## config.mk

```make
export PLATFORM = sky130hd
export DESIGN_NAME = moonbase_io_bridge
export DESIGN_NICKNAME = d
export VERILOG_FILES = /design/src/rtl/moonbase_io_bridge.sv
export SDC_FILE = /design/constraint.sdc
export NUM_CORES = 2
export LEC_CHECK = 0
export ABC_AREA = 0
export CAP_MARGIN = 30
export CORE_ASPECT_RATIO = 1.2
export CORE_MARGIN = 2
export CORE_UTILIZATION = 65
export CTS_BUF_LIST = sky130_fd_sc_hd__clkbuf_8
export DETAILED_ROUTE_END_ITERATION = 6
export DONT_BUFFER_PORTS = 1
export GPL_TIMING_DRIVEN = 1
export PLACE_DENSITY_LB_ADDON = 0.25
export SYNTH_ARGS = -nofsm -noshare
export SYNTH_HDL_FRONTEND = slang
export SYNTH_SLANG_ARGS = --single-unit
```

## constraint.sdc

```tcl
create_clock -name clk -period 7.9 [get_ports clk]
set_clock_uncertainty 0.1 [all_clocks]
set_input_delay 1.58 -clock clk [delete_from_list [all_inputs] [get_ports clk]]
set_output_delay 1.58 -clock clk [all_outputs]
set_load 0.02 [all_outputs]
```

## src/rtl/moonbase_io_bridge.sv

```systemverilog
// I/O bridge for the moonbase 8-bit CPU: address latch, nibble-wide code/data SRAM,
// and a small device bus (GPIO, 8N1 UART transmitter, reload timer).
module moonbase_io_bridge #(
  parameter int unsigned CLKS_PER_BIT = 16,
  parameter int unsigned PRESCALE     = 4
) (
  input  logic       clk,
  input  logic       reset,
  input  logic [7:0] cpu_out,
  output logic [3:0] ram_out,
  output logic [1:0] dev_out,
  input  logic       ld_en,
  input  logic [8:0] ld_addr,
  input  logic [3:0] ld_data,
  output logic [7:0] gpio_out,
  input  logic [3:0] gpio_in,
  output logic       uart_tx
);

  localparam int unsigned BaudW = (CLKS_PER_BIT > 1) ? $clog2(CLKS_PER_BIT) : 1;
  localparam int unsigned PreW  = (PRESCALE > 1) ? $clog2(PRESCALE) : 1;

  localparam logic [1:0] StIdle  = 2'd0;
  localparam logic [1:0] StStart = 2'd1;
  localparam logic [1:0] StData  = 2'd2;
  localparam logic [1:0] StStop  = 2'd3;

  // Bus decode and address/nibble tracking
  logic       strobe;
  logic       eff_bank;
  logic [6:0] addr_q;
  logic       nib_q;
  logic       bank_q;
  logic [3:0] wlo_q;
  logic [7:0] gpio_q;

  assign strobe   = cpu_out[7];
  assign eff_bank = strobe ? bank_q : cpu_out[6];

  always_ff @(posedge clk) begin
    if (reset) begin
      addr_q <= '0;
      nib_q  <= 1'b0;
      bank_q <= 1'b0;
    end else if (strobe) begin
      addr_q <= cpu_out[6:0];
      nib_q  <= 1'b0;
    end else begin
      nib_q  <= 1'b1;
      bank_q <= cpu_out[6];
    end
  end

  // Memory: each byte kept as two nibble arrays indexed by {bank, addr}
  logic [3:0] mem_lo [256];
  logic [3:0] mem_hi [256];
  logic       wr_en;
  logic [7:0] wr_idx;
  logic       wr_nib;
  logic [3:0] wr_data;
  logic [7:0] rd_idx;

  always_comb begin
    wr_en   = 1'b0;
    wr_idx  = {cpu_out[6], addr_q};
    wr_nib  = nib_q;
    wr_data = cpu_out[3:0];
    if (ld_en) begin
      // Load port has priority and suppresses the CPU write entirely.
      wr_en   = 1'b1;
      wr_idx  = ld_addr[8:1];
      wr_nib  = ld_addr[0];
      wr_data = ld_data;
    end else if (!strobe && !cpu_out[5]) begin
      wr_en = 1'b1;
    end
  end

  always_ff @(posedge clk) begin
    if (wr_en) begin
      if (wr_nib) begin
        mem_hi[wr_idx] <= wr_data;
      end else begin
        mem_lo[wr_idx] <= wr_data;
      end
    end
  end

  assign rd_idx  = {eff_bank, addr_q};
  assign ram_out = nib_q ? mem_hi[rd_idx] : mem_lo[rd_idx];

  // Device writes: nibble 0 is staged, nibble 1 commits the full byte
  logic       dev_we;
  logic       commit;
  logic [7:0] commit_byte;
  logic       gpio_wr;
  logic       uart_wr;
  logic       tmr_wr;

  assign dev_we      = !strobe && !cpu_out[4];
  assign commit      = dev_we && nib_q;
  assign commit_byte = {cpu_out[3:0], wlo_q};
  assign gpio_wr     = commit && (addr_q == 7'h00);
  assign uart_wr     = commit && (addr_q == 7'h02);
  assign tmr_wr      = commit && (addr_q == 7'h03);

  always_ff @(posedge clk) begin
    if (reset) begin
      wlo_q  <= '0;
      gpio_q <= '0;
    end else begin
      if (dev_we && !nib_q) begin
        wlo_q <= cpu_out[3:0];
      end
      if (gpio_wr) begin
        gpio_q <= commit_byte;
      end
    end
  end

  assign gpio_out = gpio_q;

  // UART transmitter
  logic [1:0]       state_q, state_d;
  logic [BaudW-1:0] baud_q, baud_d;
  logic [2:0]       bit_q, bit_d;
  logic [7:0]       shift_q, shift_d;
  logic             tx_q, tx_d;
  logic             bit_end;
  logic             tx_busy;

  assign bit_end = (baud_q == BaudW'(CLKS_PER_BIT - 1));
  assign tx_busy = (state_q != StIdle);

  always_comb begin
    state_d = state_q;
    baud_d  = baud_q;
    bit_d   = bit_q;
    shift_d = shift_q;
    tx_d    = tx_q;
    case (state_q)
      StIdle: begin
        if (uart_wr) begin
          state_d = StStart;
          baud_d  = '0;
          shift_d = commit_byte;
          tx_d    = 1'b0;
        end
      end
      StStart: begin
        if (bit_end) begin
          state_d = StData;
          baud_d  = '0;
          bit_d   = '0;
          tx_d    = shift_q[0];
        end else begin
          baud_d = baud_q + 1'b1;
        end
      end
      StData: begin
        if (bit_end) begin
          baud_d = '0;
          if (bit_q == 3'd7) begin
            state_d = StStop;
            tx_d    = 1'b1;
          end else begin
            // shift_q[0] is always the bit currently on the line
            bit_d   = bit_q + 1'b1;
            shift_d = shift_q >> 1;
            tx_d    = shift_q[1];
          end
        end else begin
          baud_d = baud_q + 1'b1;
        end
      end
      StStop: begin
        if (bit_end) begin
          state_d = StIdle;
          baud_d  = '0;
        end else begin
          baud_d = baud_q + 1'b1;
        end
      end
      default: begin
        state_d = StIdle;
        tx_d    = 1'b1;
      end
    endcase
  end

  always_ff @(posedge clk) begin
    if (reset) begin
      state_q <= StIdle;
      baud_q  <= '0;
      bit_q   <= '0;
      shift_q <= '0;
      tx_q    <= 1'b1;
    end else begin
      state_q <= state_d;
      baud_q  <= baud_d;
      bit_q   <= bit_d;
      shift_q <= shift_d;
      tx_q    <= tx_d;
    end
  end

  assign uart_tx = tx_q;

  // Reload timer
  logic [PreW-1:0] presc_q, presc_d;
  logic [7:0]      reload_q, reload_d;
  logic [7:0]      count_q, count_d;
  logic            flag_q, flag_d;
  logic            tick;

  assign tick = (presc_q == PreW'(PRESCALE - 1));

  always_comb begin
    presc_d  = tick ? '0 : presc_q + 1'b1;
    reload_d = reload_q;
    count_d  = count_q;
    flag_d   = flag_q;
    if (tick && (reload_q != 8'd0)) begin
      if (count_q == 8'd1) begin
        flag_d  = 1'b1;
        count_d = reload_q;
      end else begin
        count_d = count_q - 1'b1;
      end
    end
    // A register write overrides a coincident tick.
    if (tmr_wr) begin
      reload_d = commit_byte;
      count_d  = commit_byte;
      presc_d  = '0;
      flag_d   = 1'b0;
    end
  end

  always_ff @(posedge clk) begin
    if (reset) begin
      presc_q  <= '0;
      reload_q <= '0;
      count_q  <= '0;
      flag_q   <= 1'b0;
    end else begin
      presc_q  <= presc_d;
      reload_q <= reload_d;
      count_q  <= count_d;
      flag_q   <= flag_d;
    end
  end

  // Device read mux
  always_comb begin
    dev_out = 2'b00;
    case (addr_q)
      7'h00:   dev_out = gpio_in[1:0];
      7'h01:   dev_out = gpio_in[3:2];
      7'h02:   dev_out = {tx_busy, flag_q};
      default: dev_out = 2'b00;
    endcase
  end

endmodule

```

==> impl_metrics.toml <==
[status]
status = "complete, no violations"

[timing]
period_share_pct = 90.9
fin_tns_setup_ns = 0
setup_viol = 0
finalCriticalPeriod_ns = 7.18
final_hold_viol_count = 0
tightest_slew_ns = 1.09
slew_violations = 0
slew_headroom_pct = 27.5
rsz0062_at_grt = "no"
max_freq_mhz = 139

[job]
drv_cap = 0

[critical_path]
path_class = "reg -> out"
worstPathRequired_ns = 6.22
cp-end-kind = "output pin"
startpoint_type = "flop"
r2r_start = "addr_q[4]"
reg2reg_depth = 7
r2r_slack_ns = 2.73
critPathSlowestCell = "or3b_2"
worstPathCellList = "buf_4 > or3b_2 > o22ai_1 > a211o_1 > a211oi_1 > a21oi_1 > a31oi_1 > a311o_1"
cp_max_fo = 23
crit_path_max_incr_delay_ns = 0.80
r2r-end = "mem_lo[211][1]"
critPathArrivalTime_ns = 5.50

[layout]
mostFrequentLayoutCell = "edfxtp_1"
nets = 4469
drive_gt1_share_pct = 22.7
fill_cells = 7558
utilization_pct = 71.0
final_cell_area_um2 = 91100
syn2layout_area_growth_pct = 8.58
layout_common_cells = "edfxtp_1 (2048), nor2_1 (604), mux4_2 (514)"

[clocking]
clock_sinks = 2106
post-cts-setup-buffer-count = 0
cts_tree = "done"
clockBufferDepth = 4
clk_latency_ns = 1.06
path_clk_slew_ns = 0.06
cts_resized = 0
cts_hold_buf = 0
root_buffer = "clkbuf_8"
cts_made_buffers = 325
htree_num_levels = 5

[global_routing]
antenna_found_initial = 9
busiest_layer = "met2"
grt_pass1_wl_mm = 306
grt_pass1_vias = 44614
grt.met2_usage_pct = 52.0
grt_overflow = 0
grt_max_degree = 226
grt_use_met3_pct = 8.93
grtUsageMet1_pct = 42.1
track_usage_pct = 32.7

[place]
gp_congestion = 0.889
numPortBuffers = 0
postPlaceCellArea_um2 = 85200
hpwl_mm = 128

[logic_synthesis]
synth_warnings = 0
synth_seq_cells = 2106
async_flop_share_pct = 0
synth_cells = 4292
synth.yosys.seq_area_share_pct = 74.7
synth.avg_cell_area_um2 = 19.5
synth_flop_cell = "edfxtp_1"
syn-num-nets = 4330
synth_edf_count = 2048
netlist_area_um2 = 83900
synth_cell_types = 75

[routing]
finalWirelength_mm = 212
via_count = 43937
wl_per_cell_um = 33.5
detail-route-antenna-nets = 0
routed_via_density = 6.93
first_pass_iters = 7
dr.first_iter.drc_count = 6261
drc_errors = 0

[min_path]
hold-path-cell-count = 1
hold_path_class = "reg -> reg"
worstHoldEndpoint = "presc_q[0]"
worstHoldStart = "presc_q[0]"

[die]
start_util_pct = 65.4
core_area_um2 = 128000
die_area_um2 = 132000
io_pins = 43
die_w_um = 332
dieHeight_um = 398
rows = 144

[power_and_ir_drop]
ir_drop_uv = 189
p_per_area_nw_per_um2 = 243
leakage_nw = 27.8
## state kept, by name, summed over array words and instances (netlist names)
signal and cells:
bit_q 3, shift_q 8, reload_q 8, baud_q 4, mem_lo 1024, uart_tx 1
mem_hi 1024, presc_q 2, state_q 2, nib_q 1, flag_q 1, gpio_out 8
wlo_q 4, count_q 8, addr_q 7, bank_q 1
## per-layer routing
layer  part of all wire (%)  wire length [um]
met1                     34             72200
met2                     49            103000
met3                     12             25100
met4                    5.4             11400
met5                  0.035                75
## synthesized netlist by cell type (all sizes together) (3+ instances only)
cell type	n	share of area, %
nand3	35	0.21
a211o	5	0.052
clkbuf	105	0.47
o21ai	32	0.19
edfxtp	2048	73
o22ai	62	0.46
dfxtp	58	1.4
and2	5	0.037
a22o	3	0.031
nor2b	20	0.15
or2	3	0.022
o211ai	6	0.054
nand3b	7	0.063
a22oi	47	0.42
or3b	5	0.052
and3	3	0.022
nand4	6	0.045
or3	8	0.060
o311ai	4	0.042
o221ai	11	0.11
mux2i	129	1.5
a2111oi	12	0.13
a221oi	6	0.070
nor3	25	0.15
mux2	15	0.20
inv	23	0.10
nor2	608	2.7
a311oi	3	0.031
mux4	518	14
nand2	114	0.51
o32ai	12	0.13
a21oi	55	0.33
a32oi	8	0.084
ha	10	0.15
buf	180	1.8
a31oi	15	0.11
nor4	12	0.097
nor3b	3	0.027
a211oi	30	0.27
nand2b	14	0.10
## stage by stage
step                std cells  total power, mW  worst slack [ns]  hold slack [ns]
global route             6334             22.7             0.834            0.358
global placement         5776             14.0              1.96            0.312
finish                   6339             22.2             0.721            0.330
CTS                      6330             22.2             0.807            0.332
detailed placement       5780             14.0              1.95            0.323
floorplan                4292             13.6              1.15            0.308
## power breakdown
| part | switching [mW] | total, mW | internal [mW] |
|---|---|---|---|
| clock | 4.08 | 8.37 | 4.29 |
| combinational | 0.946 | 1.39 | 0.443 |
| sequential | 0.0391 | 12.4 | 12.4 |
| total | 5.06 | 22.2 | 17.1 |
## logic make-up (layout without fill, tap and decap cells)
group	after synthesis	count (layout)	share of synthesized area, %
flops	2106	2106	74.7
simple gates	873	873	4.32
mux	662	662	15.7
compound gates	332	332	2.76
buf+inv	308	670	2.41
fa+ha+maj	10	10	0.149
xor+xnor	1	1	0.0104
other cells	0	6	0
## worst max-delay path by stage
stage,startpoint,end,cells past startpoint
2_1_floorplan,ld_en,mem_hi[0][0],3
3_3_place_gp,addr_q[0],ram_out[3],9
3_5_place_dp,addr_q[0],ram_out[3],9
4_1_cts,addr_q[0],ram_out[3],9
5_1_grt,addr_q[0],ram_out[3],8
6_report,addr_q[4],ram_out[2],8
## area by class of cell
type | count | area (um^2) | share of cell area (%)
flip-flops and latches | 2106 | 62700 | 68.8
diodes | 6 | 15.0 | 0.0165
multi-input cells | 1878 | 19400 | 21.2
clock buffers | 340 | 4680 | 5.14
well taps | 1679 | 2100 | 2.31
repair buffers | 97 | 1050 | 1.15
inverters | 23 | 86.3 | 0.0948
clock inverters | 210 | 1120 | 1.23
## worst max-delay path: cells and delay by family (launching register included)
family	cells	cell delay (ns)
AND/OR/NAND/NOR	1	0.80
flip-flops	1	0.73
buffers and inverters	1	0.42
AO/OA/AOI/OAI	6	2.42
No activity file was read; power rests on OpenSTA's default activity.
